==> config.mk <==
export PLATFORM = sky130hd
export DESIGN_NAME = mips_run_dump_ctrl
export DESIGN_NICKNAME = d
export VERILOG_FILES = /design/src/rtl/mips_dbg_pkg.sv /design/src/rtl/mips_dbg_stream_reg.sv /design/src/rtl/mips_run_dump_ctrl.sv
export SDC_FILE = /design/constraint.sdc
export NUM_CORES = 1
export LEC_CHECK = 0
export BUFFER_PORTS_ARGS = -buffer_cell sky130_fd_sc_hd__clkbuf_2
export CAP_MARGIN = 5
export CORE_ASPECT_RATIO = 0.75
export CORE_MARGIN = 4
export CORE_UTILIZATION = 50
export DETAILED_ROUTE_END_ITERATION = 8
export MAX_ROUTING_LAYER = met4
export PLACE_DENSITY = 0.82
export SLEW_MARGIN = 20
export SYNTH_ARGS = -nofsm -noshare
export SYNTH_HDL_FRONTEND = slang
export SYNTH_SLANG_ARGS = --single-unit
==> constraint.sdc <==
create_clock -name clock -period 4.7 [get_ports clock]
set_input_delay 0.235 -clock clock [delete_from_list [all_inputs] [get_ports clock]]
set_output_delay 0.235 -clock clock [all_outputs]
set_load 0.01 [all_outputs]
==> src/rtl/mips_dbg_pkg.sv <==
// Shared types for the MIPS run/dump debug controller.
// The checksum states exist only when DUMP_CHECKSUM_EN is defined.
package mips_dbg_pkg;

  typedef enum logic [2:0] {
    ST_IDLE,
    ST_RUN,
    ST_DUMP_REG,
    ST_DUMP_MEM,
`ifdef DUMP_CHECKSUM_EN
    ST_CSUM_REG,
    ST_CSUM_MEM,
`endif
    ST_DRAIN,
    ST_DONE
  } state_e;

  localparam logic [1:0] REGION_REG  = 2'd0;
  localparam logic [1:0] REGION_MEM  = 2'd1;
  localparam logic [1:0] REGION_CSUM = 2'd2;

endpackage

==> src/rtl/mips_dbg_stream_reg.sv <==
// Valid/ready output register slice for the dump stream.
// Loads whenever it is empty or its word is being taken; holds under stall.
module mips_dbg_stream_reg #(
  parameter int DATA_W = 32,
  parameter int IDX_W  = 8
) (
  input  logic              clock,
  input  logic              reset,
  input  logic              in_valid,
  output logic              in_ready,
  input  logic [DATA_W-1:0] in_data,
  input  logic [IDX_W-1:0]  in_idx,
  input  logic [1:0]        in_region,
  input  logic              in_last,
  output logic              out_valid,
  input  logic              out_ready,
  output logic [DATA_W-1:0] out_data,
  output logic [IDX_W-1:0]  out_idx,
  output logic [1:0]        out_region,
  output logic              out_last
);

  assign in_ready = !out_valid || out_ready;

  always_ff @(posedge clock or posedge reset) begin
    if (reset) begin
      out_valid  <= 1'b0;
      out_data   <= '0;
      out_idx    <= '0;
      out_region <= '0;
      out_last   <= 1'b0;
    end else if (in_ready) begin
      out_valid <= in_valid;
      if (in_valid) begin
        out_data   <= in_data;
        out_idx    <= in_idx;
        out_region <= in_region;
        out_last   <= in_last;
      end
    end
  end

endmodule

==> src/rtl/mips_run_dump_ctrl.sv <==
// Run/dump controller: steps the core, then streams regfile and memory.
// Define DUMP_CHECKSUM_EN to append a per-region checksum word.
module mips_run_dump_ctrl
  import mips_dbg_pkg::*;
#(
  parameter int DATA_W    = 32,
  parameter int REG_COUNT = 32,
  parameter int MEM_DEPTH = 256,
  parameter int CYC_W     = 16,
  parameter int IDX_W     = 8
) (
  input  logic              clock,
  input  logic              reset,
  input  logic              start,
  input  logic [CYC_W-1:0]  run_cycles,
  input  logic              cpu_halt,
  output logic              cpu_en,
  output logic [IDX_W-1:0]  reg_raddr,
  input  logic [DATA_W-1:0] reg_rdata,
  output logic [IDX_W-1:0]  mem_raddr,
  input  logic [DATA_W-1:0] mem_rdata,
  output logic              out_valid,
  input  logic              out_ready,
  output logic [DATA_W-1:0] out_data,
  output logic [IDX_W-1:0]  out_idx,
  output logic [1:0]        out_region,
  output logic              out_last,
  output logic              busy,
  output logic              done
);

  localparam logic [IDX_W-1:0] REG_LAST = IDX_W'(REG_COUNT - 1);
  localparam logic [IDX_W-1:0] MEM_LAST = IDX_W'(MEM_DEPTH - 1);
  localparam logic [CYC_W-1:0] CYC_ONE  = CYC_W'(1);

  state_e            state, state_n;
  logic [CYC_W-1:0]  cnt, cnt_n;
  logic [IDX_W-1:0]  idx, idx_n;

  logic              w_valid;
  logic              w_ready;
  logic [DATA_W-1:0] w_data;
  logic [IDX_W-1:0]  w_idx;
  logic [1:0]        w_region;
  logic              w_last;

`ifdef DUMP_CHECKSUM_EN
  logic [DATA_W-1:0] csum, csum_n;
`endif

  assign cpu_en    = (state == ST_RUN);
  assign busy      = (state != ST_IDLE);
  assign done      = (state == ST_DONE);
  assign reg_raddr = (state == ST_DUMP_REG) ? idx : '0;
  assign mem_raddr = (state == ST_DUMP_MEM) ? idx : '0;

  always_ff @(posedge clock or posedge reset) begin
    if (reset) begin
      state <= ST_IDLE;
      cnt   <= '0;
      idx   <= '0;
    end else begin
      state <= state_n;
      cnt   <= cnt_n;
      idx   <= idx_n;
    end
  end

`ifdef DUMP_CHECKSUM_EN
  always_ff @(posedge clock or posedge reset) begin
    if (reset) csum <= '0;
    else       csum <= csum_n;
  end
`endif

  always_comb begin
    state_n  = state;
    cnt_n    = cnt;
    idx_n    = idx;
    w_valid  = 1'b0;
    w_data   = '0;
    w_idx    = idx;
    w_region = REGION_REG;
    w_last   = 1'b0;
`ifdef DUMP_CHECKSUM_EN
    csum_n   = csum;
`endif
    unique case (state)
      ST_IDLE: begin
        if (start) begin
          cnt_n = run_cycles;
          idx_n = '0;
`ifdef DUMP_CHECKSUM_EN
          csum_n = '0;
`endif
          state_n = (run_cycles == '0) ? ST_DUMP_REG : ST_RUN;
        end
      end
      ST_RUN: begin
        cnt_n = cnt - CYC_ONE;
        // the halting cycle itself is still an enabled cycle
        if (cnt == CYC_ONE || cpu_halt) begin
          idx_n   = '0;
          state_n = ST_DUMP_REG;
`ifdef DUMP_CHECKSUM_EN
          csum_n  = '0;
`endif
        end
      end
      ST_DUMP_REG: begin
        w_valid  = 1'b1;
        w_data   = reg_rdata;
        w_region = REGION_REG;
        if (w_ready) begin
`ifdef DUMP_CHECKSUM_EN
          csum_n = csum + reg_rdata;
`endif
          if (idx == REG_LAST) begin
            idx_n = '0;
`ifdef DUMP_CHECKSUM_EN
            state_n = ST_CSUM_REG;
`else
            state_n = ST_DUMP_MEM;
`endif
          end else begin
            idx_n = idx + 1'b1;
          end
        end
      end
`ifdef DUMP_CHECKSUM_EN
      ST_CSUM_REG: begin
        w_valid  = 1'b1;
        w_data   = csum;
        w_idx    = '0;
        w_region = REGION_CSUM;
        if (w_ready) begin
          csum_n  = '0;
          idx_n   = '0;
          state_n = ST_DUMP_MEM;
        end
      end
`endif
      ST_DUMP_MEM: begin
        w_valid  = 1'b1;
        w_data   = mem_rdata;
        w_region = REGION_MEM;
`ifndef DUMP_CHECKSUM_EN
        w_last   = (idx == MEM_LAST);
`endif
        if (w_ready) begin
`ifdef DUMP_CHECKSUM_EN
          csum_n = csum + mem_rdata;
`endif
          if (idx == MEM_LAST) begin
`ifdef DUMP_CHECKSUM_EN
            state_n = ST_CSUM_MEM;
`else
            state_n = ST_DRAIN;
`endif
          end else begin
            idx_n = idx + 1'b1;
          end
        end
      end
`ifdef DUMP_CHECKSUM_EN
      ST_CSUM_MEM: begin
        w_valid  = 1'b1;
        w_data   = csum;
        w_idx    = IDX_W'(1);
        w_region = REGION_CSUM;
        w_last   = 1'b1;
        if (w_ready) state_n = ST_DRAIN;
      end
`endif
      ST_DRAIN: begin
        if (out_valid && out_ready) state_n = ST_DONE;
      end
      ST_DONE: begin
        state_n = ST_IDLE;
      end
      default: begin
        state_n = ST_IDLE;
      end
    endcase
  end

  mips_dbg_stream_reg #(
    .DATA_W (DATA_W),
    .IDX_W  (IDX_W)
  ) u_out (
    .clock      (clock),
    .reset      (reset),
    .in_valid   (w_valid),
    .in_ready   (w_ready),
    .in_data    (w_data),
    .in_idx     (w_idx),
    .in_region  (w_region),
    .in_last    (w_last),
    .out_valid  (out_valid),
    .out_ready  (out_ready),
    .out_data   (out_data),
    .out_idx    (out_idx),
    .out_region (out_region),
    .out_last   (out_last)
  );

endmodule

==> results by group, run 1 <==
Clocking
  – CTS root buf: clkbuf_8
  – Post-CTS Setup Bufs: 0
  – Reg clk slew, reported paths: ~0.070 ns
  – Cts hold-fix bufs: 1
  – H-tree depth: 3
  – CTS resizes: 0
  – CTS Buf Count: 9
  – Clock sinks: 70
  – Clock latency on the worst-skew pair: about 0.34 ns
  – Max clock buf depth: 2
  – TritonCTS clock tree: yes

STA
  – Worst Skew: about 0.0048 ns
  – Share of the clock period used by the worst path: 0.517
  – Fmax: between 0.4 and 0.5 GHz
  – Final Max Tran Viols: 0
  – Setup ws final: 2.27 ns
  – Worst Tran Pin Value: approximately 0.7 ns
  – Setup violators final: 0
  – Hold_ws: between 0.1 and 0.15 ns
  – Slew HR: 0.530
  – Unrepaired setup endpoints after global routing: false
  – Fin crit period: about 2.4 ns
  – Final Hold Viols: 0
  – Fin Setup TNS: 0 ns

Critical path
  – Crit path arrival time: approximately 2.7 ns
  – RR Endpoint: cnt[15]$_DFFE_PP0P_
  – Max FO, Critical Path: 34
  – FF-to-FF Start: state[0]$_DFFE_PP0P_
  – Reg2Reg Depth: 6
  – Crit end category: flop
  – R2R setup slack: approximately 2.3 ns
  – Worst EP required: between 4 and 5 ns
  – Startpoint Class: flop
  – Crit Path Class: flop to flop

Pwr
  – Net switching power of the design: roughly 1.2 mW
  – Cell Int Power: approximately 1.7 mW
  – Comb pwr share: 0.445
  – Pwr dens: between 600 and 700 mW/mm^2
  – Worst vdd ir: a little over 300 uV
  – Total power: 2.93 mW
  – Clk pwr share: 0.183
  – Leak pwr: roughly 2.4 nW
  – Sequential share of power: 0.372
  – Switching Fraction: 0.417

Global route
  – GRT Overall Usage: 0.219
  – Grt total ovfl: 0
  – Largest net degree at the start of global routing: 77
  – Antenna violations before repair: 0
  – Vias in the first global route: about 3100
  – First-pass GRT wire length: 14800 um

Hold path
  – Hold WC Path Type: primary input to flop
  – WHS Path Cells: 2
  – Hold EP: cnt[11]$_DFFE_PP0P_
  – Hold Path Origin: run_cycles[11]

Logic synthesis
  – Synth unique cells: 56
  – FFs w/ async S/R, synth: 1.00
  – Avg Synthesized Cell Area: around 9.8 sq um
  – YS warnings: 0
  – Synth area leaders: dfrtp_1 48%, mux2i_1 9.3%, o21ai_0 5.7%
  – Cell Area, Synth: 0.00367 sq mm
  – Syn_nets: roughly 460
  – EDFF count, synth: 0
  – Largest area contributor in the netlist: dfrtp_1
  – Post-synthesis register bit count: 70
  – Top cell type's share of synthesized area: 0.477
  – Number of instances in the synthesized netlist: 374
  – Primary FF master, synth: dfrtp_1
  – Sequential area share after synthesis: 0.477

Floorplanning
  – Rows: 26
  – Io pins: about 150
  – Initial Utilization: 0.527
  – Die area: ~0.009 sq mm
  – Core Region: roughly 0.0070 sq mm
  – Die X: between 100 and 150 um
  – Die Y: 82.2 um

Placed design
  – Placed cell areas: 0.00443 sq mm
  – Worst slack at placement: about 2.3 ns
  – Port Buffers: around 150
  – Cells after DPL: 597
  – GP Congestion: a little over 0.9
  – DP HPWL: around 7100 um

Routing
  – Routed Wire Length: around 9400 um
  – Vias per cell: ~5.4
  – ANT nets after route: 0
  – Average routed wire per standard cell: around 15 um
  – DRC: 0
  – Via count: around 3300
  – Drt first pass iters: 5
  – First DRT Iteration DRCs: around 170

Finish
  – Layout fillers: 595
  – Layout Nets: 599
  – Area growth, synth to finish: 27.2%
  – Layout Utilization: 0.670
  – Layout cells sized above 1: 0.361
  – Reg area: between 0.0015 and 0.002 sq mm
  – Layout Cells excl Fill: about 610
  – Multi-input gate area in the final layout: approximately 0.0018 sq mm
  – Cell area after layout: about 0.0047 sq mm
  – Diode count: 0

Status
  – Status: finished, final reports clean

Job
  – Max Cap Violations: 0
-- flip-flops by register name (all words and copies together), names as in the netlist --
register	cells
u_out.out_region	1
idx	8
u_out.out_idx	8
u_out.out_data	32
u_out.out_last	1
cnt	16
u_out.out_valid	1
state	3
-- cells by family (layout without fill, tap and decap cells) --
group	after synthesis	count (layout)	share of synthesized area
AO/OA/AOI/OAI	84	84	0.150
XOR/XNOR	1	1	0.00239
adder cells (fa/ha/maj)	3	3	0.0102
buffers and inverters	31	172	0.0396
flip-flops	70	70	0.477
multiplexers	43	43	0.120
other	1	1	0.00102
AND/OR/NAND/NOR	141	141	0.199
-- worst max-delay path by stage --
stage	startpoint	endpoint	slack, ns
after floorplan	reset	cnt[0]$_DFFE_PP0P_	2.70
after global placement	state[0]$_DFFE_PP0P_	cnt[15]$_DFFE_PP0P_	2.38
after detailed placement	state[0]$_DFFE_PP0P_	cnt[15]$_DFFE_PP0P_	2.28
after CTS	state[0]$_DFFE_PP0P_	cnt[15]$_DFFE_PP0P_	2.27
after global routing	state[0]$_DFFE_PP0P_	cnt[15]$_DFFE_PP0P_	2.10
final	state[0]$_DFFE_PP0P_	cnt[15]$_DFFE_PP0P_	2.27
-- cells in the final DEF, fill, tap and decap left out, types with 3 or more instances in the layout --
cell type	n
mux2i_1	34
clkbuf_8	10
a21oi_1	5
nand2_1	54
nor4_1	8
o311ai_0	4
mux2_2	8
a211oi_1	3
o21ai_0	42
nand2b_1	5
dfrtp_1	69
o211ai_1	7
and2_1	18
nand4_1	3
inv_1	6
ha_1	3
nor2_1	14
a31oi_1	5
nand3_1	10
and3_1	3
clkbuf_2	146
nor3_1	10
-- power groups by stage --
stage               Combinational, mW  Sequential, mW  Clock, mW
floorplan                       0.898            1.10          0
global placement                 1.27            1.08          0
detailed placement               1.31            1.10          0
CTS                              1.32            1.09      0.548
global route                     1.45            1.13      0.577
finish                           1.31            1.09      0.536
-- synth_stat cells (all sizes together) (2+ instances only) --
master	count
nor2b	2
and4	2
mux2	9
inv	7
nor2	14
a211oi	3
o211ai	8
and2	18
and3	3
nand2	57
ha	3
o21ai	43
a21oi	5
clkbuf	18
nor4	9
nand3	10
buf	5
a31oi	5
and3b	2
dfrtp	70
a211o	2
nand2b	6
nor3	11
o2bb2ai	2
mux2i	34
nand4	3
o311ai	5
-- per-layer routing --
metal	vias to the layer above	share of wire	track usage	wire length, um
met2	128	0.48	0.334	4490
met1	1542	0.44	0.299	4140
met3	14	0.075	0.0637	708
li1	1612	-	-	-
met4	0	0.010	0.0396	94
met5	-	0	-	0
-- cell type report --
class / count / share of cell area
Inverter: 8 / 0.00751
Clock inverter: 5 / 0.0177
Tap cell: 98 / 0.0263
Sequential cell: 70 / 0.376
Timing Repair Buffer: 149 / 0.162
Multi-Input combinational cell: 273 / 0.381
Clock buffer: 10 / 0.0295
-- worst max-delay path: stages, from the launching register on --
cell and delay, ns:
dfrtp_2 0.53, buf_4 0.52, nor3_1 0.16, and2_1 0.36
nor2_1 0.30, o21ba_2 0.21, o221a_2 0.24
(Power assumes the default switching activity.)
==> run 2: changes to the inputs <==
- CORE_UTILIZATION: 50 -> 49
- PLACE_DENSITY: 0.82 -> 0.81
- clock period: 4.7 -> 2.42 ns (I/O delays scaled with it)
==> run 2 against run 1 <==
Compared with the run above:
- utilization fell by 1.8 points
- wire length rose by 1.8%
- clock skew rose by 0.0024 ns
- largest cell class unchanged
- largest power group unchanged
==> results by group, run 2 (synthesis gave the netlist of run 1 again) <==
Pwr
  – Total power: 5.88 mW
  – Pwr dens: around 1200 mW/mm^2
  – Worst vdd ir: 592 uV
  – Leak pwr: 2.39 nW

Global route
  – Largest net degree at the start of global routing: 57
  – Antenna violations before repair: 0
  – Vias in the first global route: approximately 3300
  – GRT Overall Usage: 0.227
  – First-pass GRT wire length: 16000 um
  – Grt total ovfl: 0

Placed design
  – DP HPWL: ~7300 um
  – Cells after DPL: a little over 600
  – GP Congestion: around 0.92
  – Port Buffers: about 150
  – Placed cell areas: roughly 0.0045 sq mm
  – Worst slack at placement: 0.385 ns

Clocking
  – H-tree depth: 3
  – CTS Buf Count: 9
  – Clock sinks: 70
  – CTS resizes: 0
  – TritonCTS clock tree: yes
  – Clock latency on the worst-skew pair: roughly 0.34 ns
  – Reg clk slew, reported paths: around 0.070 ns
  – Max clock buf depth: 2
  – CTS root buf: clkbuf_8

Critical path
  – Worst path slowest cell: or3b_1
  – Startpoint Class: flop
  – CP Cell Sequence: or3b_1, clkinv_4, nand2_2, nor3_2, nor3_1, a211oi_1
  – FF-to-FF Start: state[2]$_DFFE_PP0P_
  – Crit end category: flop
  – Delay-heaviest family, CP: simple AND/OR/NAND/NOR gates
  – Crit Path Class: flop to flop
  – Reg2Reg Depth: 6
  – Setup crit start: state[2]$_DFFE_PP0P_
  – Crit path depth: 6
  – Worst EP required: approximately 2.7 ns
  – CP bufs+invs: 1
  – Max FO, Critical Path: 14
  – Crit path arrival time: 2.33 ns
  – CP peak stage delay: between 0.5 and 0.6 ns
  – RR Endpoint: cnt[10]$_DFFE_PP0P_
  – R2R setup slack: ~0.32 ns
  – Crit path to: cnt[10]$_DFFE_PP0P_

Finish
  – Layout Cells excl Fill: approximately 620
  – Layout cells sized above 1: 0.365
  – Layout Utilization: 0.653
  – Most flop-heavy register: u_out.out_data
  – Area growth, synth to finish: 29.8%
  – Multi-input gate area in the final layout: ~0.0018 sq mm
  – Layout fillers: 637
  – Most frequent cells in the layout: 146 x clkbuf_2, 69 x dfrtp_1, 54 x nand2_1, 42 x o21ai_0, 34 x mux2i_1
  – Cell area after layout: between 0.004 and 0.005 sq mm
  – Max FFs per register: 32
  – Largest registers: u_out.out_data (32), cnt (16)
  – Layout Nets: 606
  – Diode count: 0
  – Commonest non-fill, non-tap cell in the layout: clkbuf_2
  – Reg area: about 0.0018 sq mm

Hold path
  – Hold WC Path Type: primary input to flop
  – WHS Path Cells: 3

Routing
  – First DRT Iteration DRCs: about 190
  – Routed Wire Length: 9610 um
  – Drt first pass iters: 5
  – DRC: 0
  – ANT nets after route: 0
  – Average routed wire per standard cell: 15.4 um
  – Via count: roughly 3300
  – Vias per cell: 5.35

STA
  – Share of the clock period used by the worst path: 0.868
  – Setup ws final: between 0.3 and 0.4 ns
  – Fin Setup TNS: 0 ns
  – Fin crit period: between 2 and 2.5 ns
  – Worst Skew: a little over 0.007 ns
  – Fmax: around 0.48 GHz
  – Worst Tran Pin Value: ~0.63 ns
  – Final Max Tran Viols: 0
  – Setup violators final: 0
  – Unrepaired setup endpoints after global routing: false
  – Slew HR: 0.582
  – Hold_ws: around 0.034 ns
  – Final Hold Viols: 0

Floorplanning
  – Initial Utilization: 0.503
  – Die X: 108 um
  – Io pins: approximately 150
  – Die Y: between 80 and 90 um
  – Core Region: between 0.007 and 0.008 sq mm
  – Die area: just under 0.009 sq mm
  – Rows: 27

Status
  – Status: finished, final reports clean

Job
  – Max Cap Violations: 0
## run 2: cell count changes in the layout (fill, tap and decap cells not counted), sizes merged
cell / delta
buf: +5
bufinv: +1
clkbuf: +1
clkinv: -1
clkinvlp: +1
dlygate4sd3: +2
inv: -1
## run 2: area by class of cell
type                    instances  area share
multi-input cells             273       0.373
well taps                     101      0.0265
flip-flops and latches         70       0.368
repair buffers                156       0.173
clock buffers                  11      0.0297
inverters                       8     0.00736
clock inverters                 5      0.0223
## run 2: power breakdown
| group | switching [mW] | leakage [nW] | internal (mW) |
|---|---|---|---|
| registers | 0.443 | 0.871 | 1.67 |
| logic | 1.52 | 1.40 | 1.09 |
| clock network | 0.435 | 0.120 | 0.715 |
## run 2: what timing repair did
item                      in CTS  in global routing
buffers inserted               0                  0
hold buffers                   3                  0
hold endpoints to repair      31                  0
## run 2: how the worst min path moves through the flow
stage,startpoint,end
after floorplan,run_cycles[4],cnt[4]$_DFFE_PP0P_
after global placement,reset,u_out.out_data[27]$_DFFE_PP0P_
after detailed placement,reset,u_out.out_data[31]$_DFFE_PP0P_
after CTS,run_cycles[2],cnt[2]$_DFFE_PP0P_
after global routing,run_cycles[2],cnt[2]$_DFFE_PP0P_
final,run_cycles[2],cnt[2]$_DFFE_PP0P_
## run 2: metal layers
metal	global-route usage	routed length, um	vias up
met5	-	0	-
met4	0.0424	113	0
met3	0.0622	778	10
met2	0.349	4590	142
met1	0.306	4130	1559
li1	-	-	1625
## run 2: worst reg2reg max path: stages (launching register included)
cell,delay [ns]
dfrtp_1,0.52
or3b_1,0.53
clkinv_4,0.15
nand2_2,0.15
nor3_2,0.26
nor3_1,0.10
a211oi_1,0.27
==> run 3: changes to the inputs <==
- CORE_UTILIZATION: 49 -> 50
- CTS_BUF_LIST: default -> sky130_fd_sc_hd__clkbuf_2
- PLACE_DENSITY: 0.81 -> 0.82
==> run 3 against run 2 <==
Compared with the run above:
- register-to-register slack lost 0.06 ns
- sequential share of layout area down 4.6 points
- critical path depth fell by 2
- clock skew increased by 0.0098 ns
- sequential power hardly changed
- global-route usage increased by 7.2 points
- fmax decreased by 3.2%
- clock power down 25%
- combinational power grew 16%
- largest cell class unchanged
==> results by group, run 3 (synthesis gave the netlist of run 1 again) <==
Clocking
  – H-tree depth: 3
  – Max clock buf depth: 2
  – CTS root buf: clkbuf_2
  – TritonCTS clock tree: yes
  – CTS Buf Count: 9
  – Cts hold-fix bufs: 82
  – Clock sinks: 70
  – Post-CTS Setup Bufs: 0
  – CTS resizes: 0
  – Reg clk slew, reported paths: about 0.20 ns
  – Clock latency on the worst-skew pair: ~0.51 ns

STA
  – Worst Tran Pin Value: between 0.6 and 0.7 ns
  – Final Max Tran Viols: 0
  – Setup ws final: between 0.2 and 0.25 ns
  – Setup violators final: 0
  – Fmax: between 0.4 and 0.5 GHz
  – Unrepaired setup endpoints after global routing: false
  – Share of the clock period used by the worst path: 0.897
  – Worst Skew: 0.0170 ns
  – Fin crit period: between 2 and 2.5 ns
  – Slew HR: 0.577
  – Final Hold Viols: 0
  – Fin Setup TNS: 0 ns

Placed design
  – DP HPWL: between 7000 and 8000 um
  – Port Buffers: around 150
  – GP Congestion: 0.904
  – Worst slack at placement: roughly 0.4 ns

Routing
  – Vias per cell: 5.58
  – Metal1 wirelength: approximately 4800 um
  – Via count: approximately 3900
  – Routed Wire Length: about 12000 um
  – Average routed wire per standard cell: approximately 18 um
  – Drt first pass iters: 7
  – WL met3: around 860 um
  – Detail Route met2 WL: 6170 um
  – ANT nets after route: 0
  – Highest Signal Layer: met4
  – First DRT Iteration DRCs: about 280
  – DRC: 0

Pwr
  – Switching Fraction: 0.429
  – Clk pwr share: 0.143
  – Worst vdd ir: about 550 uV
  – Sequential share of power: 0.352
  – Cell Int Power: ~3.4 mW
  – Pwr dens: approximately 1100 mW/mm^2
  – Leak pwr: around 2.7 nW
  – Comb pwr share: 0.505
  – Net switching power of the design: ~2.6 mW

Critical path
  – Startpoint Class: flop
  – Worst path slowest cell: dfrtp_1
  – Crit path arrival time: 2.05 ns
  – Crit Path Class: flop to output port
  – Delay-heaviest family, CP: simple AND/OR/NAND/NOR gates
  – CP bufs+invs: 1
  – Max FO, Critical Path: 14
  – Crit end category: output port
  – CP peak stage delay: ~0.56 ns
  – Worst EP required: about 2.3 ns
  – CP Cell Sequence: nand2b_1, nor2_1, and2_1, clkbuf_2

Floorplanning
  – Die X: roughly 110 um
  – Rows: 26
  – Initial Utilization: 0.527
  – Io pins: roughly 150
  – Die area: slightly below 0.009 sq mm
  – Core Region: ~0.007 sq mm
  – Die Y: ~82 um

Global route
  – Largest net degree at the start of global routing: 71
  – GRT Overall Usage: 0.299
  – First-pass GRT wire length: between 15000 and 20000 um
  – Antenna violations before repair: 0
  – Vias in the first global route: 4010
  – Grt total ovfl: 0

Finish
  – Max FFs per register: 32
  – Area growth, synth to finish: 48.6%
  – Diode count: 0
  – Layout Nets: about 700
  – Largest registers: u_out.out_data (32), cnt (16)
  – Commonest non-fill, non-tap cell in the layout: clkbuf_2
  – Most frequent cells in the layout: 155 x clkbuf_2, 82 x dlygate4sd3_1, 69 x dfrtp_1, 54 x nand2_1, 42 x o21ai_0
  – Most flop-heavy register: u_out.out_data
  – Layout cells sized above 1: 0.317

Job
  – Max Cap Violations: 0

Status
  – Status: finished, final reports clean

Hold path
  – Hold WC Path Type: primary input to flop
[run 3: final timing paths]
path / startpoint / end / slack (ns) / cells past startpoint
min reg2reg: u_out.out_data[15]$_DFFE_PP0P_ / u_out.out_data[15]$_DFFE_PP0P_ / 0.51 / 2
max: state[2]$_DFFE_PP0P_ / reg_raddr[0] / 0.25 / 4
max in group asynchronous: reset / state[0]$_DFFE_PP0P_ / 1.90 / 4
min in group asynchronous: reset / u_out.out_data[27]$_DFFE_PP0P_ / 0.21 / 4
max reg2reg: state[0]$_DFFE_PP0P_ / u_out.out_data[18]$_DFFE_PP0P_ / 0.26 / 4
min: cpu_halt / idx[6]$_DFFE_PP0P_ / 0.16 / 4
[run 3: metrics by stage]
step	instances	power [mW]	hold slack [ns]	utilization	instance area [sq um]
after floorplan	374	3.89	0.237	-	3670
after global placement	601	4.62	0.210	0.643	4470
after detailed placement	601	4.76	0.221	0.643	4470
after CTS	698	5.90	0.117	0.783	5450
after global routing	698	6.46	0.117	0.783	5450
final	698	6.02	0.164	0.783	5450
[run 3: worst min-delay path, cell delays in order]
cell	delay, ns
clkbuf_2	0.08
nand2b_4	0.11
o211a_4	0.25
a21oi_1	0.09
[run 3: final cells by class]
cell class	count	area, sq um
repair buffers	234	1610
multi-input cells	273	1770
well taps	98	123
clock inverters	6	111
clock buffers	9	45.0
inverters	8	35.0
flip-flops and latches	70	1750
fillers	456	1510
[run 3: power groups by stage]
| stage | Sequential, mW | Clock [mW] | Combinational [mW] |
|---|---|---|---|
| 2_1_floorplan | 2.14 | 0 | 1.74 |
| 3_5_place_dp | 2.12 | 0 | 2.64 |
| 5_1_grt | 2.18 | 0.938 | 3.34 |
| 3_3_place_gp | 2.07 | 0 | 2.55 |
| 6_report | 2.12 | 0.862 | 3.04 |
| 4_1_cts | 2.09 | 0.872 | 2.94 |
[run 3: metal layers]
| layer | vias up | GRT usage |
|---|---|---|
| met4 | 0 | 0.162 |
| met5 | - | - |
| met1 | 1827 | 0.345 |
| met3 | 54 | 0.0715 |
| met2 | 217 | 0.494 |
| li1 | 1796 | - |
